**src/rtl/lr35902_oam_sweep.sv**
```systemverilog
// Sprite attribute memory with CPU, DMA and PPU ports plus a post-reset clear sweep.
// Storage is BPE byte-wide banks so the PPU fetches a whole entry in one cycle.
module lr35902_oam_sweep #(
    parameter int         ENTRIES   = 40,
    parameter int         BPE       = 4,
    parameter logic [7:0] CLEAR_VAL = 8'h00
) (
    input  logic                       clk,
    input  logic                       reset,
    input  logic [7:0]                 cpu_adr,
    input  logic [7:0]                 cpu_din,
    input  logic                       cpu_read,
    input  logic                       cpu_write,
    output logic [7:0]                 cpu_dout,
    input  logic [7:0]                 dma_adr,
    input  logic [7:0]                 dma_din,
    input  logic                       dma_we,
    input  logic [$clog2(ENTRIES)-1:0] ppu_idx,
    input  logic                       ppu_read,
    output logic [BPE*8-1:0]           ppu_dout,
    input  logic                       lock,
    output logic                       busy
);
    localparam int IW    = $clog2(ENTRIES);
    localparam int LW    = $clog2(BPE);
    localparam int BYTES = ENTRIES * BPE;
    localparam logic [IW-1:0] LAST = IW'(ENTRIES - 1);

    // reset_q and busy rely on flop power-up at 0 so the very first reset sweeps.
    logic          reset_q;
    logic          cpu_write_q;
    logic [IW-1:0] cnt;

    logic [IW-1:0] cpu_ent, dma_ent;
    logic [7:0]    cpu_lane, dma_lane;
    logic          cpu_oor, dma_oor, ppu_oor;
    logic          sweep_start, cpu_commit, dma_commit;

    logic          wr_en;
    logic [IW-1:0] wr_ent;
    logic [BPE-1:0] wr_mask;
    logic [7:0]    wr_data;

    logic [BPE-1:0][7:0] cpu_bytes;
    logic [BPE-1:0][7:0] ppu_word;
    logic [7:0]          cpu_byte;

    assign cpu_ent  = IW'(cpu_adr >> LW);
    assign dma_ent  = IW'(dma_adr >> LW);
    assign cpu_lane = cpu_adr & 8'(BPE - 1);
    assign dma_lane = dma_adr & 8'(BPE - 1);
    assign cpu_oor  = 32'(cpu_adr) >= BYTES;
    assign dma_oor  = 32'(dma_adr) >= BYTES;
    assign ppu_oor  = 32'(ppu_idx) >= ENTRIES;

    assign sweep_start = reset & ~reset_q;
    // The CPU strobe commits on its falling cycle; any DMA strobe that cycle wins the port.
    assign cpu_commit  = cpu_write_q & ~cpu_write & ~cpu_oor & ~lock & ~busy & ~dma_we;
    assign dma_commit  = dma_we & ~dma_oor & ~busy;

    always_comb begin
        wr_en   = 1'b0;
        wr_ent  = '0;
        wr_mask = '0;
        wr_data = CLEAR_VAL;
        if (busy) begin
            wr_en   = 1'b1;
            wr_ent  = cnt;
            wr_mask = '1;
        end else if (dma_commit) begin
            wr_en   = 1'b1;
            wr_ent  = dma_ent;
            wr_data = dma_din;
            for (int b = 0; b < BPE; b++) wr_mask[b] = (dma_lane == 8'(b));
        end else if (cpu_commit) begin
            wr_en   = 1'b1;
            wr_ent  = cpu_ent;
            wr_data = cpu_din;
            for (int b = 0; b < BPE; b++) wr_mask[b] = (cpu_lane == 8'(b));
        end
    end

    for (genvar b = 0; b < BPE; b++) begin : g_bank
        logic [7:0] bank [ENTRIES];

        always_ff @(posedge clk) begin
            if (wr_en && wr_mask[b]) bank[wr_ent] <= wr_data;
        end

        assign cpu_bytes[b] = bank[cpu_ent];
        assign ppu_word[b]  = bank[ppu_idx];
    end

    always_comb begin
        cpu_byte = 8'h00;
        for (int b = 0; b < BPE; b++) begin
            if (cpu_lane == 8'(b)) cpu_byte = cpu_bytes[b];
        end
    end

    always_ff @(posedge clk) begin
        reset_q <= reset;
        if (sweep_start) begin
            cnt  <= '0;
            busy <= 1'b1;
        end else if (busy) begin
            cnt <= cnt + IW'(1);
            if (cnt == LAST) busy <= 1'b0;
        end
    end

    always_ff @(posedge clk) begin
        if (reset || busy) cpu_write_q <= 1'b0;
        else               cpu_write_q <= cpu_write;
    end

    // Read ports sample the banks before this edge's write lands, giving read-first data.
    always_ff @(posedge clk) begin
        if (reset) begin
            cpu_dout <= 8'h00;
            ppu_dout <= '0;
        end else begin
            if (cpu_read) cpu_dout <= (cpu_oor || lock || busy) ? 8'hFF : cpu_byte;
            if (ppu_read) ppu_dout <= ppu_oor ? '1 : ppu_word;
        end
    end
endmodule

```
**config.mk**
```make
export PLATFORM = sky130hd
export DESIGN_NAME = lr35902_oam_sweep
export DESIGN_NICKNAME = d
export VERILOG_FILES = /design/src/rtl/lr35902_oam_sweep.sv
export SDC_FILE = /design/constraint.sdc
export NUM_CORES = 2
export LEC_CHECK = 0
export CAP_MARGIN = 0
export CORE_MARGIN = 2
export CORE_UTILIZATION = 39
export CTS_CLUSTER_DIAMETER = 150
export CTS_CLUSTER_SIZE = 30
export DETAILED_ROUTE_END_ITERATION = 6
export PLACE_DENSITY = 0.62
export SLEW_MARGIN = 25
export SYNTH_ARGS = -nofsm -noshare
export SYNTH_HDL_FRONTEND = slang
export SYNTH_SLANG_ARGS = --single-unit
```
**constraint.sdc**
```tcl
create_clock -name clk -period 6.5 [get_ports clk]
set_input_delay 0.975 -clock clk [delete_from_list [all_inputs] [get_ports clk]]
set_output_delay 0.975 -clock clk [all_outputs]
set_load 0.01 [all_outputs]
```
==> metrics.txt <==
remaining antenna violation count=0; Crit path top cell by count=nor2_1; first-pass GRT wire length=265000 µm; top-count cell post-synth=edfxtp_1; worst-path maximum fanout=21; DR WL/cell=about 36 µm; register area=0.0394 mm²; cells after synthesis=around 3200; crit-path cells=nor2_1 > and3_1 > buf_4 > a22oi_1 > nand2_1 > nor2_1 > nand2_2 > nor2_1; share of Yosys cell area claimed by the top area cell type=slightly above 60%; sequential-to-total area share from yosys stat=63.7%; crit path launch type=flop; worst reg2reg startpoint=busy; Fin. Hold Viols=0; register share of total power=60.1%; syn avg cell area=19.4 µm²; pwr/cell area=between 200 and 250 mW/mm²; max-slew violations=0; CP required=6.83 ns; combinational share of power=roughly 15%; min Tclk post-route=4.57 ns; final worst path period share=70.4%; Tot GR Track Use=between 20% and 30%; Top Ports=86; Async SR Flop Fraction=0%; r2r setup slk=~1.9 ns; Final HPWL DP=124000 µm; CTS Root Cell=clkbuf_16; Starting Density=39.2%; drt pass-1 iters=6; leakage dissipation=21.3 nW; setup TNS=0 ns; slew at the pin with the worst max-slew slack=around 1.2 ns; vias in the first global route=33852; Worst R2R Path Depth=8; CTS Buf Count=50; Hold Path Stages=2; largest area contributor in the netlist=edfxtp_1; Clock Path Buffers=3; row count=146; worst slack, placed=1.28 ns; RSZ-0062 raised after global routing=no; Pint=approximately 12 mW; Ys Warns=0; die area=approximately 0.16 mm²; total power=about 16 mW; setup slack after layout=1.93 ns; number of vias per cell=6.50; Max-Cap Viols=0; Clock Power Share=24.9%; CTS tree=built; Post-Place Cells=5224; cells resized by post-CTS repair=0; syn nets=roughly 3200; Slew HR=21.9%; Routed WL=188000 µm; Worst Hold End=cnt[5]; critical path class=reg -> reg; H-tree depth=2; critical path's largest stage delay=approximately 0.98 ns; fmax=219 MHz; clock transition at the registers of the reported paths=0.11 ns; clock skew=0.0431 ns; core outline area=0.158 mm²; Layout Cells excl Fill=5303; Psw=4.30 mW; # Post-CTS Setup Buffers=0; footprint of the multi-input gates=0.0212 mm²; Net count, final=3251; clock sink count=1329; grt ovf=0; status=completed; Worst Hold Launch=cnt[5]; synthesized area=0.0619 mm²; share of cells above drive strength 1=about 29%; HP Class=reg -> reg; Max VDD drop=between 0.15 and 0.2 mV; antenna violations before repair=4; worst skew pair latency=~0.71 ns; fillers=13633; Bufs and invs on worst path=1; I/O Buffers=85; Netlist cell types=66; switching share of power=26.1%; reg2reg end=g_bank[0].bank[24][0]; CTS Hold Bufs=0; drc violations=0; slowest CP cell=nor2_1; DIE HEIGHT=402 µm; Top Family by Delay on Critical Path=simple AND/OR/NAND/NOR gates; P&R area growth vs syn=7.83%; synth cell count leaders=edfxtp_1 (1280), mux4_2 (679), nor2_1 (214); CP Capture Type=flop; Yosys reg bits=1329; critical path arrival=~4.9 ns; most frequently used flop master after synthesis=edfxtp_1; synth top area cells=edfxtp_1 (62%), mux4_2 (25%), mux2i_1 (1.7%), dfxtp_1 (1.6%), nor2_1 (1.3%); routability cong.=0.885; Setup violations, final=0; initial drt markers=4753; Die Width=402 µm; largest net degree at the start of global routing=about 160; Post-synth EDFFs=1280; total vias in the final route=34480
==> cell families after synthesis <==
kind of cell	count (synthesis)	share of synthesized area (%)
AO/OA/AOI/OAI	373	3.95
flip-flops	1329	63.7
multiplexers	801	26.8
buffers and inverters	259	2.32
XOR/XNOR	3	0.0425
AND/OR/NAND/NOR	431	3.14
adder cells (fa/ha/maj)	1	0.0202
==> routing by layer <==
layer | track usage [%] | vias up | wire length [µm] | part of all wire (%)
li1 | - | 13623 | - | -
met5 | 0.327 | - | 54 | 0.029
met1 | 32.1 | 18562 | 74400 | 40
met2 | 35.4 | 1976 | 86700 | 46
met4 | 7.89 | 4 | 7540 | 4.0
met3 | 5.79 | 315 | 19600 | 10
==> final cells by class <==
| type | count | area share, % |
|---|---|---|
| clock inverters | 1 | 0.0450 |
| multi-input cells | 1609 | 31.8 |
| diodes | 4 | 0.0150 |
| well taps | 2072 | 3.88 |
| clock buffers | 73 | 2.10 |
| flip-flops and latches | 1329 | 59.1 |
| inverters | 8 | 0.0469 |
| repair buffers | 207 | 3.07 |
==> power by group through the flow <==
stage | Sequential [mW] | Clock, mW | Combinational (mW)
final | 9.92 | 4.10 | 2.47
after global routing | 9.96 | 4.43 | 2.54
after CTS | 9.91 | 4.16 | 2.44
after detailed placement | 10.1 | 0 | 2.43
after global placement | 10.1 | 0 | 2.41
after floorplan | 10.0 | 0 | 1.45
==> per-stage QoR <==
| stage | util (%) | instance area [µm²] | hold slack [ns] |
|---|---|---|---|
| 2_1_floorplan | - | 61900 | 0.471 |
| 3_3_place_gp | 41.2 | 65200 | 0.493 |
| 3_5_place_dp | 41.3 | 65300 | 0.503 |
| 4_1_cts | 42.2 | 66700 | 0.519 |
| 5_1_grt | 42.2 | 66700 | 0.534 |
| 6_report | 42.2 | 66700 | 0.522 |
==> layout by cell type, fill, tap and decap left out, types with 4 or more instances in the layout <==
cell type	instances
nor2_1	208
mux4_2	679
nor3_1	22
nand2b_1	10
a221o_1	4
clkbuf_16	53
nand3_1	17
mux2_2	13
clkbuf_1	20
nor2_2	4
mux2i_1	104
nand3_2	4
or2_2	6
a22oi_1	62
nand2_1	70
o22ai_1	20
inv_1	5
o21ai_1	5
nor2b_1	46
a211oi_1	37
or3_1	8
a21oi_1	104
diode_2	4
a221oi_1	9
nand4_1	5
buf_12	20
buf_2	4
dfxtp_1	49
edfxtp_1	1280
buf_8	4
buf_4	104
nor4_1	6
a31oi_1	12
o221ai_1	16
mux4_1	5
a22o_4	8
clkdlybuf4s50_1	72
o21ai_0	56
a22o_1	8
==> worst max path at each step <==
| stage | startpoint | to | cells past startpoint |
|---|---|---|---|
| 2_1_floorplan | cpu_write | g_bank[0].bank[0][0] | 5 |
| 4_1_cts | dma_we | g_bank[0].bank[10][3] | 8 |
| 5_1_grt | dma_we | g_bank[0].bank[10][1] | 8 |
| 3_3_place_gp | dma_we | g_bank[2].bank[9][0] | 8 |
| 6_report | busy | g_bank[0].bank[24][0] | 8 |
| 3_5_place_dp | dma_we | g_bank[0].bank[10][3] | 8 |
==> worst min-delay path, stage by stage, from the launching register on <==
cell and delay, ns:
dfxtp_1 0.35, o21ai_0 0.08, a21oi_1 0.06
==> state kept, by name, indices dropped and copies added, names as in the netlist <==
name / cells
reset_q: 1
ppu_dout: 32
cpu_dout: 8
busy: 1
cnt: 6
cpu_write_q: 1
g_bank.bank: 1280
No activity file was read; power rests on OpenSTA's default activity.
